`src/rtl/aes_mode_ctrl.sv`:
```
// Block-cipher mode controller (ECB/CBC/CTR) that sequences one AES core engine
// over a valid/ready 128-bit stream, with an input FIFO and a single output register.
module aes_mode_ctrl #(
    parameter int IN_DEPTH  = 4,
    parameter int CTR_WIDTH = 32
) (
    input  logic         ICLK,
    input  logic         IRST,
    input  logic [1:0]   IMODE,
    input  logic         IENCDEC,
    input  logic [255:0] IKEY,
    input  logic         IKEYLEN,
    input  logic [127:0] IIV,
    input  logic         ISTART,
    output logic         OBUSY,
    output logic         OKEY_READY,
    input  logic         IDATA_VALID,
    output logic         ODATA_READY,
    input  logic [127:0] IDATA,
    output logic         ORESULT_VALID,
    input  logic         IRESULT_READY,
    output logic [127:0] ORESULT,
    output logic         OCORE_ENCDEC,
    output logic         OCORE_INIT,
    output logic         OCORE_NEXT,
    output logic [255:0] OCORE_KEY,
    output logic         OCORE_KEYLEN,
    output logic [127:0] OCORE_BLOCK,
    input  logic         ICORE_READY,
    input  logic [127:0] ICORE_RESULT
);

    localparam int PTR_W = $clog2(IN_DEPTH);
    localparam logic [PTR_W:0] PTR_ONE = 1;
    // A shift by 128 yields zero, so CTR_WIDTH=128 still produces an all-ones mask.
    localparam logic [127:0] CTR_MASK = (128'd1 << CTR_WIDTH) - 128'd1;

    typedef enum logic [2:0] {S_IDLE, S_KINIT, S_RDY, S_ISSUE, S_WAIT, S_OUT} state_t;
    typedef enum logic [1:0] {M_ECB, M_CBC, M_CTR} mode_t;

    state_t         state;
    mode_t          mode;
    logic           encdec;
    logic [127:0]   chain;
    logic [127:0]   hold;
    logic [1:0]     wait_cnt;

    logic [127:0]   mem [IN_DEPTH];
    logic [PTR_W:0] wr_ptr;
    logic [PTR_W:0] rd_ptr;

    logic           fifo_empty;
    logic           fifo_full;
    logic           push;
    logic           pop;
    logic           start_ok;
    logic           done;
    logic [127:0]   head;
    logic [127:0]   ctr_inc;
    logic [127:0]   core_block_d;
    logic [127:0]   result_d;
    logic [127:0]   chain_d;

    assign fifo_empty  = (wr_ptr == rd_ptr);
    assign fifo_full   = (wr_ptr[PTR_W] != rd_ptr[PTR_W]) &&
                         (wr_ptr[PTR_W-1:0] == rd_ptr[PTR_W-1:0]);
    assign ODATA_READY = (state != S_IDLE) && !fifo_full;
    assign push        = IDATA_VALID && ODATA_READY;
    assign pop         = (state == S_RDY) && !fifo_empty;
    assign head        = mem[rd_ptr[PTR_W-1:0]];

    assign OBUSY = (state == S_KINIT) || (state == S_ISSUE) || (state == S_WAIT) ||
                   !fifo_empty || ORESULT_VALID;
    // OBUSY=0 already implies IDLE or RDY with an empty FIFO.
    assign start_ok = ISTART && !OBUSY;

    // The core's ready is only trusted from the second cycle after an INIT/NEXT pulse.
    assign done = (wait_cnt == 2'd2) && ICORE_READY;

    assign ctr_inc = (chain & ~CTR_MASK) | ((chain + 128'd1) & CTR_MASK);

    // NOTE: every always_comb output gets a default first, so no path leaves it unassigned and no latch is inferred.
    always_comb begin
        core_block_d = head;
        result_d     = ICORE_RESULT;
        chain_d      = chain;
        case (mode)
            M_CBC: begin
                core_block_d = encdec ? (head ^ chain) : head;
                result_d     = encdec ? ICORE_RESULT : (ICORE_RESULT ^ chain);
                chain_d      = encdec ? ICORE_RESULT : hold;
            end
            M_CTR: begin
                core_block_d = chain;
                result_d     = ICORE_RESULT ^ hold;
                chain_d      = ctr_inc;
            end
            default: ;
        endcase
    end

    // NOTE: the FIFO storage has no reset; the pointers alone define which entries are valid.
    always_ff @(posedge ICLK) begin
        if (push) begin
            mem[wr_ptr[PTR_W-1:0]] <= IDATA;
        end
    end

    always_ff @(posedge ICLK or posedge IRST) begin
        if (IRST) begin
            state         <= S_IDLE;
            mode          <= M_ECB;
            encdec        <= 1'b0;
            chain         <= '0;
            hold          <= '0;
            wait_cnt      <= '0;
            wr_ptr        <= '0;
            rd_ptr        <= '0;
            OKEY_READY    <= 1'b0;
            ORESULT_VALID <= 1'b0;
            ORESULT       <= '0;
            OCORE_ENCDEC  <= 1'b0;
            OCORE_INIT    <= 1'b0;
            OCORE_NEXT    <= 1'b0;
            OCORE_KEY     <= '0;
            OCORE_KEYLEN  <= 1'b0;
            OCORE_BLOCK   <= '0;
        end else begin
            OCORE_INIT <= 1'b0;
            OCORE_NEXT <= 1'b0;
            if (wait_cnt != 2'd2) begin
                wait_cnt <= wait_cnt + 2'd1;
            end
            if (push) begin
                wr_ptr <= wr_ptr + PTR_ONE;
            end
            if (pop) begin
                rd_ptr <= rd_ptr + PTR_ONE;
            end

            case (state)
                S_IDLE, S_RDY: begin
                    if (start_ok) begin
                        case (IMODE)
                            2'd1:    mode <= M_CBC;
                            2'd2:    mode <= M_CTR;
                            default: mode <= M_ECB;
                        endcase
                        encdec       <= IENCDEC;
                        OCORE_ENCDEC <= (IMODE == 2'd2) ? 1'b1 : IENCDEC;
                        OCORE_KEY    <= IKEY;
                        OCORE_KEYLEN <= IKEYLEN;
                        chain        <= IIV;
                        OKEY_READY   <= 1'b0;
                        OCORE_INIT   <= 1'b1;
                        wait_cnt     <= 2'd0;
                        state        <= S_KINIT;
                    end else if (pop) begin
                        OCORE_BLOCK <= core_block_d;
                        hold        <= head;
                        state       <= S_ISSUE;
                    end
                end
                S_KINIT: begin
                    if (done) begin
                        OKEY_READY <= 1'b1;
                        state      <= S_RDY;
                    end
                end
                S_ISSUE: begin
                    OCORE_NEXT <= 1'b1;
                    wait_cnt   <= 2'd0;
                    state      <= S_WAIT;
                end
                S_WAIT: begin
                    if (done) begin
                        ORESULT       <= result_d;
                        chain         <= chain_d;
                        ORESULT_VALID <= 1'b1;
                        state         <= S_OUT;
                    end
                end
                S_OUT: begin
                    if (IRESULT_READY) begin
                        ORESULT_VALID <= 1'b0;
                        state         <= S_RDY;
                    end
                end
                default: state <= S_IDLE;
            endcase
        end
    end

endmodule

```
`config.mk`:
```
export PLATFORM = sky130hd
export DESIGN_NAME = aes_mode_ctrl
export DESIGN_NICKNAME = d
export VERILOG_FILES = /design/src/rtl/aes_mode_ctrl.sv
export SDC_FILE = /design/constraint.sdc
export NUM_CORES = 2
export LEC_CHECK = 0
export ABC_CLOCK_PERIOD_IN_PS = 39300
export BUFFER_PORTS_ARGS = -buffer_cell sky130_fd_sc_hd__buf_4
export CORE_MARGIN = 5
export CORE_UTILIZATION = 30
export DETAILED_ROUTE_END_ITERATION = 16
export HOLD_SLACK_MARGIN = 0.1
export PLACE_DENSITY = 0.59
export SETUP_SLACK_MARGIN = 0.2
export SYNTH_ARGS = -nofsm -noshare
export SYNTH_HDL_FRONTEND = slang
export SYNTH_SLANG_ARGS = --single-unit
export TNS_END_PERCENT = 100
```
`constraint.sdc`:
```
create_clock -name ICLK -period 39.3 [get_ports ICLK]
set_input_delay 7.86 -clock ICLK [delete_from_list [all_inputs] [get_ports ICLK]]
set_output_delay 7.86 -clock ICLK [all_outputs]
set_load 0.02 [all_outputs]
```
==> summary.txt <==
Run status
  – Status: completed

Yosys
  – Syn_area_per_cell: 11.11 µm²
  – Syn Inst Count: 5,301
  – YS warnings: 0
  – Synth Cell Area: 0.05889 mm²
  – Synth cell types: 62
  – Syn Nets: 5,961
  – Seq cells post-synth: 1,300
  – Number of flops mapped to enable cells by yosys: 512
  – Sequential share of the synthesized area: 59.60%
  – Prevailing post-synth register cell: dfrtp_1
  – Async SR Flop Fraction: 60.62%

Global routing
  – GR Util met2: 38.10%
  – Met3 Usage GRT: 4.713%
  – Congestion Overflow GR: 0
  – Largest net degree at the start of global routing: 192
  – Busiest layer in global routing: met2
  – Vias in the first global route: 47,580
  – First-pass GRT wire length: 344,500 µm
  – GRT Resource Usage Total: 22.66%
  – Antenna violations before repair: 70
  – GR Util met1: 26.37%

Critical path
  – Required @ worst endpoint: 40,020 ps
  – Crit path top cell by count: buf_4
  – Setup Crit Path Kind: primary input to flip-flop
  – CP Buf/Inv Count: 5
  – Worst-path cell with the longest stage delay: buf_4
  – Worst setup SP type: primary input
  – Critical path cell sequence: buf_4 > nor4b_1 > nand4_1 > buf_4 > buf_4 > buf_4 > buf_4 > nand2_1 > nand2_1
  – Worst path arrival time: 11,450 ps
  – Top cell family by delay on the critical path: buffers and inverters
  – CP Capture Type: flip-flop
  – Biggest cell delay along the critical path: 780 ps
  – Crit Path Max Fanout: 85

Power
  – Net Sw Frac: 40.38%
  – Sequential share of power: 36.1%
  – VDD IR max: 61.98 µV
  – Cell-internal power: 3.654 mW
  – PD cells: 81.82 mW/mm²
  – Clock power frac: 22.8%
  – Sw Pwr: 2.476 mW
  – Gate power share: 41.0%
  – Leakage: 31.06 nW

Route
  – DR vias: 48,190
  – DRC: 0
  – Initial DRC Count: 4,728
  – Routed WL: 241,600 µm
  – Final ANT Viol Nets: 0
  – Mean routed wirelength per cell: 26.68 µm
  – Vias/cell: 5.320
  – First drt pass iteration count: 8

Hold path
  – Worst hold path class: flip-flop to flip-flop

Die
  – Initial Util: 30.17%
  – Placement Rows: 162
  – DIE WIDTH: 453.0 µm
  – Core area: 0.1952 mm²
  – Die height: 453.0 µm
  – Die Outline Area: 0.2052 mm²
  – I/O pin cnt: 1,170

Placed design
  – IO buf count: 1,169
  – Detailed-placement wirelength estimate: 169,400 µm
  – RD Place Congestion: 0.9180
  – DP Cell Count: 8,730

Clocking
  – Post-CTS setup buffers: 0
  – Root buf cell: clkbuf_16
  – Hold_buf cts: 0
  – Total clock sinks: 1,300
  – TritonCTS Buffers: 151
  – Clk buf depth: 3
  – CTS HTree Levels: 4
  – Clock Latency Late Sink: 800 ps
  – Clock slew at reported path FFs: 60 ps
  – Post-CTS sizing: 0
  – CTS tree: built

Layout
  – FF/Latch Area: 0.03510 mm²
  – Share of layout cells above drive strength 1: 27.61%
  – Most common cell after layout, fill and taps aside: buf_4
  – Final cell count without fillers: 9,057
  – Fin nets: 6,919
  – Fillers: 19,100
  – Layout overhead on the synthesized area: 27.23%
  – Area of the multi-input gates: 0.02164 mm²
  – Most frequent cells in the layout: 1,235 x buf_4, 945 x nand2_1, 785 x dfrtp_1

Timing
  – Relative slew slack: 6.191%
  – Fmax: 93.20 MHz
  – Final hold vios: 0
  – Final setup viols: 0
  – RSZ-0062 raised after global routing: false
  – Final TNS setup: 0 ps
  – Slew Limit Fails: 0
  – Clock skew: 39.90 ps
  – Min Tclk post-route: 10,730 ps
  – Final worst-path cycle share: 27.30%
  – Tightest Pin Transition: 1407 ps

Run
  – Max Cap Viol: 0
## power groups by stage
stage	combinational [mW]	sequential (mW)	clock, mW
after floorplan	1.29	2.38	0
after global placement	2.50	2.22	0
after detailed placement	2.53	2.23	0
after CTS	2.54	2.21	1.43
after global routing	2.70	2.26	1.49
final	2.52	2.22	1.40
## state kept, by name (all words and copies together), names as in the netlist, 2 cells and up
name	flops
mem	512
ORESULT	128
mode	2
wr_ptr	3
hold	128
chain	128
OCORE_BLOCK	128
wait_cnt	2
rd_ptr	3
OCORE_KEY	256
state	3
## layer usage
layer  share of wire, %  up-vias
met5              0.092        -
met4                6.7       32
met3                6.9      479
met2                 50     2146
met1                 37    24320
li1                   -    21210
## cells in the mapped netlist (37+ instances only)
cell type	count	area, µm²
mux2_2	140	1577
a22oi_1	128	960.9
dfrtp_1	788	19720
buf_2	70	350.3
o21ai_0	414	2072
mux2i_1	116	1161
a21boi_0	127	953.4
a21oi_1	277	1386
nor3_1	135	675.7
mux4_2	128	2883
o22ai_1	99	619.3
nand2_1	947	3555
clkbuf_1	321	1205
edfxtp_1	512	15370
buf_1	37	138.9
o311ai_0	126	1104
inv_1	140	525.5
o21a_1	127	953.4
nor2_1	369	1385
o211ai_1	130	975.9
## worst paths after layout
check / from / end / slack, ps / cells after the start
hold reg to reg: OCORE_KEY[32]$_DFFE_PP0P_ / OCORE_KEY[32]$_DFFE_PP0P_ / 470 / 2
max in group asynchronous: IRST / ORESULT[93]$_DFFE_PP0P_ / 28930 / 5
setup reg to reg: rd_ptr[0]$_DFFE_PP0P_ / OCORE_BLOCK[59]$_DFFE_PP0P_ / 34420 / 8
hold / removal: OCORE_KEY[32]$_DFFE_PP0P_ / OCORE_KEY[32]$_DFFE_PP0P_ / 470 / 2
setup / recovery: ISTART / OCORE_KEY[97]$_DFFE_PP0P_ / 28570 / 9
min in group asynchronous: IRST / OCORE_KEY[164]$_DFFE_PP0P_ / 7200 / 2
## stage by stage
| stage | instance area (µm²) | util (%) | power, mW | setup WS [ps] | hold WS [ps] |
|---|---|---|---|---|---|
| final | 74920 | 38.38 | 6.130 | 28570 | 473.7 |
| after CTS | 74800 | 38.32 | 6.178 | 28400 | 477.3 |
| after detailed placement | 69930 | 35.83 | 4.762 | 27830 | 463.8 |
| after global placement | 69930 | 35.83 | 4.718 | 27880 | 458.1 |
| after floorplan | 58890 | - | 3.663 | 9315 | 477.2 |
| after global routing | 74900 | 38.37 | 6.451 | 28340 | 485.7 |
## worst reg2reg max path: cells and delay by family (launching register included)
kind | cells | cell delay (ps)
AND/OR/NAND/NOR | 2 | 380
AO/OA/AOI/OAI | 2 | 740
buffers and inverters | 3 | 2490
XOR/XNOR | 1 | 290
flip-flops | 1 | 890
## area by class of cell
type,count,area share [%]
multi-input cells,3426,28.88
well taps,2624,4.382
diodes,48,0.1603
repair buffers,1239,12.48
flip-flops and latches,1300,46.86
clock buffers,207,5.651
clock inverters,72,0.8484
inverters,141,0.7398
## kinds of logic (layout without fill, tap and decap cells)
group	count (synthesis)	count (layout)	share of synthesized area (%)
adders and majority gates	10	10	0.2125
muxes	384	384	9.545
other	0	48	0
xor gates and xnor gates	14	14	0.2082
AOI/OAI and AO/OA	1494	1494	16.23
buffers and inverters	575	1659	3.848
DFF	1300	1300	59.60
and+or+nand+nor	1524	1524	10.36
No activity file was read; power rests on OpenSTA's default activity.
